**src/rtl/soc_bus_arbiter.sv**
```systemverilog
`default_nettype none
// ============================================================================
// Module   : soc_bus_arbiter
// Purpose  : Two-master, one-slave round-robin bus arbiter with a watchdog
//            timeout that answers with an error if the slave never acks.
// Revision : 1.0
// ============================================================================
module soc_bus_arbiter #(
    parameter int ADDR_W  = 32,
    parameter int DATA_W  = 32,
    parameter int TIMEOUT = 16
) (
    input  logic                clk,
    input  logic                rst,
    input  logic                m0_req,
    input  logic                m0_we,
    input  logic [ADDR_W-1:0]   m0_addr,
    input  logic [DATA_W-1:0]   m0_wdata,
    input  logic [DATA_W/8-1:0] m0_wstrb,
    output logic                m0_ack,
    output logic                m0_err,
    output logic [DATA_W-1:0]   m0_rdata,
    input  logic                m1_req,
    input  logic                m1_we,
    input  logic [ADDR_W-1:0]   m1_addr,
    input  logic [DATA_W-1:0]   m1_wdata,
    input  logic [DATA_W/8-1:0] m1_wstrb,
    output logic                m1_ack,
    output logic                m1_err,
    output logic [DATA_W-1:0]   m1_rdata,
    output logic                s_req,
    output logic                s_we,
    output logic [ADDR_W-1:0]   s_addr,
    output logic [DATA_W-1:0]   s_wdata,
    output logic [DATA_W/8-1:0] s_wstrb,
    input  logic                s_ack,
    input  logic [DATA_W-1:0]   s_rdata,
    output logic                grant_id,
    output logic                busy
);

    localparam int STRB_W = DATA_W / 8;
    localparam int CNT_W  = (TIMEOUT > 1) ? $clog2(TIMEOUT) : 1;
    localparam logic [CNT_W-1:0] c_CNT_LAST = CNT_W'((TIMEOUT > 0) ? TIMEOUT - 1 : 0);

    typedef enum logic [1:0] {
        S_IDLE = 2'd0,
        S_BUSY = 2'd1,
        S_RESP = 2'd2
    } state_t;

    state_t              r_state;
    logic                r_last_grant;
    logic                r_grant;
    logic                r_we;
    logic [ADDR_W-1:0]   r_addr;
    logic [DATA_W-1:0]   r_wdata;
    logic [STRB_W-1:0]   r_wstrb;
    logic [CNT_W-1:0]    r_cnt;
    logic                r_err;
    logic [DATA_W-1:0]   r_rdata;
    logic                w_pick;

    // On a tie the master that did not win last time gets the bus.
    always_comb begin
        w_pick = 1'b0;
        if (m0_req && m1_req) begin
            w_pick = ~r_last_grant;
        end else if (m1_req) begin
            w_pick = 1'b1;
        end
    end

    always_ff @(posedge clk) begin
        if (rst) begin
            r_state      <= S_IDLE;
            r_last_grant <= 1'b1;
            r_grant      <= 1'b0;
            r_we         <= 1'b0;
            r_addr       <= '0;
            r_wdata      <= '0;
            r_wstrb      <= '0;
            r_cnt        <= '0;
            r_err        <= 1'b0;
            r_rdata      <= '0;
        end else begin
            case (r_state)
                S_IDLE: begin
                    if (m0_req || m1_req) begin
                        r_grant <= w_pick;
                        r_we    <= w_pick ? m1_we    : m0_we;
                        r_addr  <= w_pick ? m1_addr  : m0_addr;
                        r_wdata <= w_pick ? m1_wdata : m0_wdata;
                        r_wstrb <= w_pick ? m1_wstrb : m0_wstrb;
                        r_cnt   <= '0;
                        r_state <= S_BUSY;
                    end
                end
                S_BUSY: begin
                    if (s_ack) begin
                        r_rdata <= s_rdata;
                        r_err   <= 1'b0;
                        r_state <= S_RESP;
                    end else if ((TIMEOUT != 0) && (r_cnt == c_CNT_LAST)) begin
                        r_rdata <= '0;
                        r_err   <= 1'b1;
                        r_state <= S_RESP;
                    end else begin
                        r_cnt <= r_cnt + CNT_W'(1);
                    end
                end
                S_RESP: begin
                    r_last_grant <= r_grant;
                    r_state      <= S_IDLE;
                end
                default: begin
                    r_state <= S_IDLE;
                end
            endcase
        end
    end

    // Every output decodes flops only; no input reaches an output combinationally.
    assign s_req    = (r_state == S_BUSY);
    assign busy     = (r_state != S_IDLE);
    assign s_we     = r_we;
    assign s_addr   = r_addr;
    assign s_wdata  = r_wdata;
    assign s_wstrb  = r_wstrb;
    assign grant_id = r_grant;
    assign m0_ack   = (r_state == S_RESP) && !r_grant;
    assign m1_ack   = (r_state == S_RESP) &&  r_grant;
    assign m0_err   = m0_ack && r_err;
    assign m1_err   = m1_ack && r_err;
    assign m0_rdata = {DATA_W{m0_ack}} & r_rdata;
    assign m1_rdata = {DATA_W{m1_ack}} & r_rdata;

endmodule
`default_nettype wire

```
**config.mk**
```make
export PLATFORM = sky130hd
export DESIGN_NAME = soc_bus_arbiter
export DESIGN_NICKNAME = d
export VERILOG_FILES = /design/src/rtl/soc_bus_arbiter.sv
export SDC_FILE = /design/constraint.sdc
export NUM_CORES = 1
export LEC_CHECK = 0
export CORE_AREA = 2 2 121 123
export CTS_CLUSTER_SIZE = 10
export DETAILED_ROUTE_END_ITERATION = 12
export DIE_AREA = 0 0 123 125
export GPL_TIMING_DRIVEN = 0
export PLACE_DENSITY_LB_ADDON = 0.2
export RECOVER_POWER = 25
export SLEW_MARGIN = 5
export SYNTH_ARGS = -nofsm -noshare
export SYNTH_HDL_FRONTEND = slang
export SYNTH_SLANG_ARGS = --single-unit
```
**constraint.sdc**
```tcl
create_clock -name clk -period 2.3 [get_ports clk]
set_input_delay 0.23 -clock clk [delete_from_list [all_inputs] [get_ports clk]]
set_output_delay 0.23 -clock clk [all_outputs]
set_load 0.03 [all_outputs]
```
==> flow_summary.ini <==
[critical_path]
cp_data_required_time_ns = 2.07
critPathSlowestCell = dlygate4sd2_1
slowest_delay_ns = 0.39
cp-start-kind = flip-flop
cp_max_fo = 10
cp_cell_sequence = nand2b_1 > nor2_4 > clkbuf_2 > and2_1 > dlygate4sd2_1
worst-setup-path-type = reg2out
arrival_ns = 1.95
end_kind = output port

[cells_and_area]
insertedDiodeCount = 0
ff_latch_area_sq_mm = 0.00220
layout-drive-gt1-share_pct = 7.88
final_nets = 1085
fin_cells = 1098
nFillCells = 1351
layout_common_cells = clkdlybuf4s50_1 (198), nand2_1 (139), dfxtp_1 (110), a21oi_1 (72), a311oi_1 (69)
layout_commonest_cell = clkdlybuf4s50_1
area_delta_synth_final_pct = 73.4
multiInputGateArea_sq_mm = 0.00245

[sta]
fin_crit_sh_pct = 94.8
fmax_ghz = 0.459
fin_crit_ns = 2.18
final-setup-viol-count = 0
setup_ws_ns = 0.119
tns_ns = 0
rsz0062_at_grt = false
holdWs_ns = 0.407
slew_headroom_pct = 63.6
drv_slew = 0
clock_skew_ns = 0.00651
hold_violations = 0
tightest_slew_ns = 0.542

[power]
swShare_pct = 29.5
irDropWorstVdd_mv = 0.328
pwr-share-comb_pct = 27.5
p_int_mw = 3.74
cellLeakagePower_nw = 3.74
p_seq_share_pct = 40.9
p_per_area_mw_per_mm2 = 618
power_frac_clock_pct = 31.6
p_sw_mw = 1.57

[global_route]
antenna_found_initial = 0
grt_max_degree = 17
grt_pass1_vias = 5316
globalRouteOverflowTotal = 0
track_usage_pct = 22.6
grt_pass1_wl_um = 27500

[cts]
clkTransAtPathRegs_ns = 0.07
cts-hold-fix-buffers = 0
post_cts_buffers = 0
cts-htree-levels = 3
clock_sinks = 110
clockBufferDepth = 2
root_buffer = clkbuf_16
cts_tree = yes
cts_buffers = 9
clock_latency_ns = 0.35

[detailed_routing]
viasPerCell = 5.04
drt-initial-drc-count = 215
antenna_left = 0
dr.pass1.iters = 6
post_drt_wl_per_cell_um = 16.2
vias = 5537
wirelength_um = 17800
drc_errors = 0

[yosys]
muxShareOfSynthArea_pct = 0.228
synth_top_family_by_area = compound AO/OA/AOI/OAI gates
yosys_warnings = 0
netlist.area_leader.share_pct = 44.5
syn_avg_cell_area_sq_um = 8.46
synth-compound-area-share_pct = 27.5
synth_area_sq_mm = 0.00495
syn_inst = 585
synth_cell_types = 39
synth_nets = 761
yosys.area_share.simple_pct = 21.5
synth.area.top_cells = dfxtp_1 (45%), a311oi_1 (12%), nand2_1 (11%), and2_1 (8.3%), a21oi_1 (7.2%)
yosysSeqAreaShare_pct = 44.5
ys_seq_elements = 110
synth_adder_area_share_pct = 0.253
synth_xor_xnor_area_share_pct = 0
synth_area_leader_cell = dfxtp_1

[min_path]
hold_path.class = in2reg

[outcome]
status = completed

[floorplanning]
core_sq_mm = 0.0142
die_area_sq_mm = 0.0154
die_h_um = 125
std_cell_rows = 44
die_w_um = 123
ioPinCount = 315
initial_utilization_pct = 34.8

[place]
place_hpwl_um = 13700
place_ws_ns = -0.0514
place.gp.congestion = 0.815
port_buffers = 313
placed_cells_incl_taps = 1082

[run]
drv_cap = 0
## power by group through the flow
stage | Sequential, mW | Combinational, mW | Clock, mW
finish | 2.17 | 1.46 | 1.67
global route | 2.19 | 1.56 | 1.80
CTS | 2.18 | 1.50 | 1.71
detailed placement | 2.22 | 1.50 | 0
global placement | 2.21 | 1.49 | 0
floorplan | 2.48 | 0.479 | 0
## cell type report
type                       count  share of cell area [%]
timing repair buffer         313                    35.8
multi-input combinational    413                    28.6
sequential                   110                    25.7
buffer                        58                    3.38
clock buffer                  12                    2.87
tap                          184                    2.68
clock inverter                 4                   0.817
inverter                       4                   0.175
## timing repair
item / in CTS / in global routing
gates resized for setup: 70 / 36
pin swaps: 0 / 0
endpoints found under the hold margin: 0 / 0
setup endpoints to repair: 65 / 30
## stage by stage
| step | total power, mW | area, sq um | util (%) |
|---|---|---|---|
| floorplan | 2.96 | 4950 | - |
| detailed placement | 3.72 | 8310 | 58.5 |
| finish | 5.30 | 8580 | 60.4 |
| global route | 5.55 | 8580 | 60.4 |
| global placement | 3.71 | 8310 | 58.5 |
| CTS | 5.39 | 8570 | 60.3 |
## worst paths after layout
kind	to	from	cells after the start	slack, ns
worst min register to register	r_rdata[24]	r_rdata[24]	1	0.49
worst min-delay path	r_cnt[3]	rst	3	0.41
worst max register to register	s_addr[28]	r_state[0]	5	0.49
worst max-delay path	m0_rdata[2]	r_state[0]	5	0.12
## layer usage
| layer | GRT usage (%) | vias up | part of all wire, % |
|---|---|---|---|
| met5 | 0 | - | 0 |
| met2 | 38.3 | 233 | 48 |
| met4 | 10.6 | 0 | 3.8 |
| met3 | 8.03 | 41 | 8.3 |
| li1 | - | 2744 | - |
| met1 | 25.1 | 2519 | 40 |
## registers in the layout, summed over array words and instances (netlist names)
| register | flops |
|---|---|
| grant_id | 1 |
| r_cnt | 4 |
| r_err | 1 |
| r_last_grant | 1 |
| r_rdata | 32 |
| r_state | 2 |
| s_addr | 32 |
| s_wdata | 32 |
| s_we | 1 |
| s_wstrb | 4 |
## cell families (layout without fill, tap and decap cells)
family,after synthesis,in the layout
compound gates,186,186
fa+ha+maj,1,1
buf+inv,62,391
flops,110,110
mux,1,1
simple gates,225,225
## Yosys cell counts
library cell / count
o21ai_0: 1
nand3_1: 2
a311oi_1: 69
a21oi_1: 71
or3_1: 1
inv_2: 2
nor2_2: 2
or2_1: 1
buf_2: 29
nor2_4: 1
and4_1: 1
a211oi_1: 1
clkbuf_1: 22
nand2b_4: 1
a41oi_1: 1
a21boi_2: 1
nor2b_1: 1
nand2b_1: 1
a21oi_2: 1
a21bo_1: 1
buf_6: 1
nor2_1: 5
and2_1: 66
a31oi_1: 1
inv_1: 2
a31o_2: 2
a32o_1: 1
nor3_1: 2
ha_1: 1
o221ai_1: 1
buf_4: 6
dfxtp_1: 110
a211o_1: 2
a22oi_1: 1
nand2_1: 139
nor4_1: 1
mux2_2: 1
nor3b_2: 1
a22o_1: 32
## critical path, delay by kind of cell (launching register included)
kind / cells / cell delay (ns)
buffers and inverters: 2 / 0.62
and+or+nand+nor: 3 / 0.63
DFF: 1 / 0.36
No activity file was read; power rests on OpenSTA's default activity.
